File: src/rtl/cc_mux21_arbiter.sv
// cc_mux21_arbiter: round-robin arbiter driving a shared 2:1 mux into a registered valid/ready output stage
//   clock/reset : CC_MUX21_ARBITER_CLOCK_50, CC_MUX21_ARBITER_RESET_InLow (async, active-low)
//   requester 1 : req1Valid_In, req1Data_InBUS, req1Ready_Out
//   requester 2 : req2Valid_In, req2Data_InBUS, req2Ready_Out
//   output      : outValid_Out, outData_OutBUS, outReady_In
//   observation : select_Out (0 = requester 1, 1 = requester 2)
module cc_mux21_arbiter #(
  parameter int NUMBER_DATAWIDTH = 8,
  parameter int NUMBER_BURSTMAX  = 4
) (
  input  logic                        CC_MUX21_ARBITER_CLOCK_50,
  input  logic                        CC_MUX21_ARBITER_RESET_InLow,
  input  logic                        CC_MUX21_ARBITER_req1Valid_In,
  input  logic [NUMBER_DATAWIDTH-1:0] CC_MUX21_ARBITER_req1Data_InBUS,
  output logic                        CC_MUX21_ARBITER_req1Ready_Out,
  input  logic                        CC_MUX21_ARBITER_req2Valid_In,
  input  logic [NUMBER_DATAWIDTH-1:0] CC_MUX21_ARBITER_req2Data_InBUS,
  output logic                        CC_MUX21_ARBITER_req2Ready_Out,
  output logic                        CC_MUX21_ARBITER_outValid_Out,
  output logic [NUMBER_DATAWIDTH-1:0] CC_MUX21_ARBITER_outData_OutBUS,
  input  logic                        CC_MUX21_ARBITER_outReady_In,
  output logic                        CC_MUX21_ARBITER_select_Out
);
  localparam int BW = $clog2(NUMBER_BURSTMAX + 1);
  localparam logic [BW-1:0] BEAT_MAX = BW'(NUMBER_BURSTMAX);
  typedef enum logic [1:0] {IDLE, G1, G2} state_t;
  state_t state_q, state_d;
  logic [BW-1:0] beat_q, beat_d, beat_inc;
  logic last2_q, last2_d;
  logic out_valid_q, out_valid_d;
  logic [NUMBER_DATAWIDTH-1:0] out_data_q, out_data_d, mux_out;
  logic v1, v2, can_load, on_g2, own_v, oth_v, xfer;
  assign v1 = CC_MUX21_ARBITER_req1Valid_In;
  assign v2 = CC_MUX21_ARBITER_req2Valid_In;
  assign on_g2 = state_q == G2;
  assign mux_out = on_g2 ? CC_MUX21_ARBITER_req2Data_InBUS : CC_MUX21_ARBITER_req1Data_InBUS;
  assign can_load = !out_valid_q | CC_MUX21_ARBITER_outReady_In;
  // own/other view of the requesters lets G1 and G2 share one transition description
  assign own_v = on_g2 ? v2 : v1;
  assign oth_v = on_g2 ? v1 : v2;
  assign xfer = (state_q != IDLE) & own_v & can_load;
  assign beat_inc = beat_q + BW'(1);
  assign CC_MUX21_ARBITER_req1Ready_Out = (state_q == G1) & can_load;
  assign CC_MUX21_ARBITER_req2Ready_Out = on_g2 & can_load;
  assign CC_MUX21_ARBITER_select_Out = on_g2;
  assign CC_MUX21_ARBITER_outValid_Out = out_valid_q;
  assign CC_MUX21_ARBITER_outData_OutBUS = out_data_q;
  always_comb begin
    state_d = state_q;
    beat_d = beat_q;
    last2_d = last2_q;
    if (state_q == IDLE) begin
      if (v1 | v2) state_d = (v1 & v2) ? (last2_q ? G1 : G2) : (v1 ? G1 : G2);
    end else if (!own_v) begin
      beat_d = '0;
      last2_d = on_g2;
      state_d = oth_v ? (on_g2 ? G1 : G2) : IDLE;
    end else if (xfer) begin
      beat_d = beat_inc;
      if (beat_inc == BEAT_MAX) begin
        beat_d = '0;
        // burst limit only hands over when the other side is actually waiting
        if (oth_v) begin
          state_d = on_g2 ? G1 : G2;
          last2_d = on_g2;
        end
      end
    end
    out_valid_d = xfer | (out_valid_q & !CC_MUX21_ARBITER_outReady_In);
    out_data_d = xfer ? mux_out : out_data_q;
  end
  always_ff @(posedge CC_MUX21_ARBITER_CLOCK_50 or negedge CC_MUX21_ARBITER_RESET_InLow) begin
    if (!CC_MUX21_ARBITER_RESET_InLow) begin
      state_q <= IDLE;
      beat_q <= '0;
      last2_q <= 1'b1;
      out_valid_q <= 1'b0;
      out_data_q <= '0;
    end else begin
      state_q <= state_d;
      beat_q <= beat_d;
      last2_q <= last2_d;
      out_valid_q <= out_valid_d;
      out_data_q <= out_data_d;
    end
  end
endmodule

File: config.mk
export PLATFORM = sky130hd
export DESIGN_NAME = cc_mux21_arbiter
export DESIGN_NICKNAME = d
export VERILOG_FILES = /design/src/rtl/cc_mux21_arbiter.sv
export SDC_FILE = /design/constraint.sdc
export NUM_CORES = 1
export LEC_CHECK = 0
export CAP_MARGIN = 0
export CORE_MARGIN = 4
export CORE_UTILIZATION = 26
export CTS_CLUSTER_DIAMETER = 150
export CTS_CLUSTER_SIZE = 24
export DETAILED_ROUTE_END_ITERATION = 7
export PLACE_DENSITY_LB_ADDON = 0.3
export SLEW_MARGIN = 15
export SYNTH_ARGS = -nofsm -noshare
export SYNTH_HDL_FRONTEND = slang
export SYNTH_SLANG_ARGS = --single-unit
File: constraint.sdc
create_clock -name CC_MUX21_ARBITER_CLOCK_50 -period 2.9 [get_ports CC_MUX21_ARBITER_CLOCK_50]
set_input_delay 0.58 -clock CC_MUX21_ARBITER_CLOCK_50 [delete_from_list [all_inputs] [get_ports CC_MUX21_ARBITER_CLOCK_50]]
set_output_delay 0.58 -clock CC_MUX21_ARBITER_CLOCK_50 [all_outputs]
set_load 0.05 [all_outputs]
==> results.txt <==
----------------------------------------------------
[Worst setup path]
  Critical path launch point type ... flip-flop
  Worst Path Class, Setup ... flip-flop to output port
  CP Max Fanout ... 8
  Data required time of the worst path ... 2.32 ns
  Critical path, cell by cell ... nand2b_1 -> inv_2 -> clkdlybuf4s50_1
  WP buf/inv ... 2
  CP delay by family, top ... buffers and inverters
  Worst EP arrival ... between 1.5 and 2 ns
  Nature of the critical path endpoint ... output port
  Cell at the slowest stage of the critical path ... clkdlybuf4s50_1
  Slowest cell delay on critical path ... 0.80 ns

[Die]
  Area of the die ... about 4800 um2
  Height of the die ... 69.2 um
  Horizontal extent of the die ... roughly 69 um
  Starting density of the core ... 0.281
  Std-Cell Rows ... 21
  Total I/O pin count ... 33
  Standard cell core area ... 3470 um2

[Drt]
  Post-Route WL ... 2280 um
  Routed length per instance ... 14.2 um
  Antenna-violating nets left ... 0
  1st-pass router iterations ... 4
  DRC ... 0
  Iteration-0 DRC Markers ... 19
  Ratio of routed vias to standard cells ... 4.87
  Via count ... between 700 and 800

[Power]
  Internal portion of total power ... just under 0.7 mW
  Power density cells ... 870 nW/um2
  Power share of the sequential group ... 0.292
  Comb power frac ... 0.564
  Leakage power of the design ... 0.619 nW
  Clock network power share ... 0.144
  Net Sw Frac ... 0.434
  Sw power ... around 0.52 mW
  Maximum VDD drop ... about 200 uV

[Synthesis]
  FFs w/ async S/R, synth ... 1.00
  Simple-gate share of the synthesized area ... 0.131
  Parity-gate share of the synthesized area counting xor and xnor cells ... 0.0180
  Sequential element share of the synthesized area ... 0.386
  Syn Std Cell Area ... around 970 um2
  Number of register bits inferred by synthesis ... 15
  Net count after synthesis ... 102
  Adder and majority gate portion of the synthesized area ... 0.0257
  Synthesized-area fraction occupied by ao, oa, aoi and oai cells ... 0.144
  Number of enable flip-flop cells after synthesis ... 0
  Dominant combinational cell family by area after synthesis ... multiplexers
  Mux cell area share after synthesis ... 0.258
  Most frequently used flop master after synthesis ... dfrtp_1
  Synth Instances ... 79
  Warning count from the yosys run ... 0
  Mean instance size in the synthesized netlist ... 12.3 um2
  Count of cell types in the netlist ... 35

[Clock network]
  Clock sink count ... 15
  Post-CTS setup repair buffer count ... 0
  Clock tree from TritonCTS ... yes
  Cts repair resizes ... 0
  Clock buffer count from CTS ... 3
  Deepest clock path buffer count ... 2
  Clock-pin slew reported for the worst setup and hold paths after clock tree synthesis ... 0.07 ns
  Worst skew pair latency ... 0.25 ns
  Cts-stage hold buffer count ... 0
  Clock tree root buffer cell ... clkbuf_8
  H-tree levels ... 1

[STA]
  Worst slew margin ... 0.544
  Setup repair after global routing missed its margin ... no
  Final setup violating endpoints ... 0
  Final number of hold-violating endpoints ... 0
  Worst hold margin ... around 0.51 ns
  Min Clock Period, post-route ... 2.42 ns
  Final worst path period share ... 0.833
  Setup total negative slack ... 0 ns
  FMAX ... 414 MHz
  Final number of max-transition violations ... 0
  Worst Tran Pin Value ... 0.682 ns
  Clock skew after layout ... roughly 0.0021 ns

[Outcome]
  Status ... finished, final reports clean

[Placed design]
  Final weighted congestion in routability-driven placement ... about 0.84
  Detailed-placement wirelength estimate ... 1700 um
  Number of port buffers ... 32

[Final layout]
  Fin nets ... 138
  Fraction of final layout cells with drive strength greater than 1 ... 0.281
  Area Growth Syn to Fin ... 42.4%
  ANT cells ... 0

[Global routing]
  Initial antenna violation count ... 0
  Vias in the first global route ... 783
  Global router's overall resource usage ... 0.100
  Wire length of the first global-routing pass ... ~3900 um
  Largest net degree at the start of global routing ... 16
  Grt total ovfl ... 0

[Run]
  Max Cap Violations ... 0

[Min path]
  Type of the most critical hold path ... flip-flop to flip-flop

----------------------------------------------------
[kinds of logic after synthesis]
kind of cell,after synthesis
buffers and inverters,7
muxes,17
AOI/OAI and AO/OA,17
xor gates and xnor gates,2
and+or+nand+nor,19
adders and majority gates,2
DFF,15
[routing by layer]
metal | GRT usage | vias up | wire length [um]
met3 | 0.0290 | 4 | 124
li1 | - | 367 | -
met4 | 0.0499 | 0 | 42
met5 | 0 | - | 0
met2 | 0.146 | 28 | 1070
met1 | 0.134 | 380 | 1050
[flip-flops by register name, summed over array words and instances (netlist names)]
register                         cells
state_q                              2
beat_q                               3
last2_q                              1
CC_MUX21_ARBITER_outData_OutBUS      8
CC_MUX21_ARBITER_outValid_Out        1
[area by class of cell]
type | instances | area [um2]
clock buffer | 3 | 41.3
multi-input combinational | 57 | 562
inverter | 4 | 15.0
clock inverter | 1 | 5.00
tap | 46 | 57.6
timing repair buffer | 34 | 330
sequential | 15 | 377
fill | 349 | 2080
[power groups by stage]
stage | clock (mW) | combinational (mW) | sequential (mW)
global route | 0.193 | 0.717 | 0.366
finish | 0.173 | 0.681 | 0.353
floorplan | 0 | 0.284 | 0.545
global placement | 0 | 0.679 | 0.357
detailed placement | 0 | 0.686 | 0.358
CTS | 0.177 | 0.688 | 0.355
[cell usage in the layout (no fill, tap or decap), drive strengths merged, types with 3 or more instances in the layout]
cell            n
a21oi           4
dfrtp          14
clkdlybuf4s50  30
inv             4
buf             4
nand3b          3
clkbuf          3
nand2           4
mux2           17
[through the flow]
stage | instances | power, mW | worst slack, ns | utilization | area [um2]
2_1_floorplan | 79 | 0.828 | 0.330 | - | 975
3_3_place_gp | 156 | 1.04 | 0.624 | 0.387 | 1340
3_5_place_dp | 156 | 1.04 | 0.588 | 0.387 | 1340
4_1_cts | 160 | 1.22 | 0.479 | 0.400 | 1390
5_1_grt | 160 | 1.28 | 0.401 | 0.400 | 1390
6_report | 160 | 1.21 | 0.485 | 0.400 | 1390
[synth_stat cells, drive strengths merged, types with 2 or more instances]
library cell	number	share of area
nand2b	2	0.013
inv	4	0.015
ha	2	0.026
nor2b	2	0.013
o31ai	2	0.015
nand2	4	0.018
a21oi	4	0.032
buf	3	0.022
nand3b	3	0.036
mux2	17	0.26
a31oi	2	0.013
dfrtp	14	0.36
a221o	2	0.021
nand3	2	0.010
a211oi	2	0.015
[worst reg2reg max path, delay by kind of cell (launching register included)]
| kind | cells | cell delay (ns) |
|---|---|---|
| adders and majority gates | 1 | 0.30 |
| and+or+nand+nor | 1 | 0.47 |
| DFF | 1 | 0.41 |
| AOI/OAI and AO/OA | 2 | 0.39 |
[path summary, 6_finish.rpt]
| kind | to | from | slack, ns | cells after the start |
|---|---|---|---|---|
| min in group asynchronous | state_q[1] | CC_MUX21_ARBITER_RESET_InLow | 0.74 | 1 |
| max in group asynchronous | CC_MUX21_ARBITER_outData_OutBUS[4] | CC_MUX21_ARBITER_RESET_InLow | 1.72 | 1 |
| max reg2reg | beat_q[2] | beat_q[0] | 1.27 | 4 |
| min | CC_MUX21_ARBITER_outData_OutBUS[5] | CC_MUX21_ARBITER_outData_OutBUS[5] | 0.51 | 1 |
| max | CC_MUX21_ARBITER_select_Out | state_q[0] | 0.48 | 3 |
| min reg2reg | CC_MUX21_ARBITER_outData_OutBUS[5] | CC_MUX21_ARBITER_outData_OutBUS[5] | 0.51 | 1 |
Note: power is estimated with default switching activity, not from simulation.
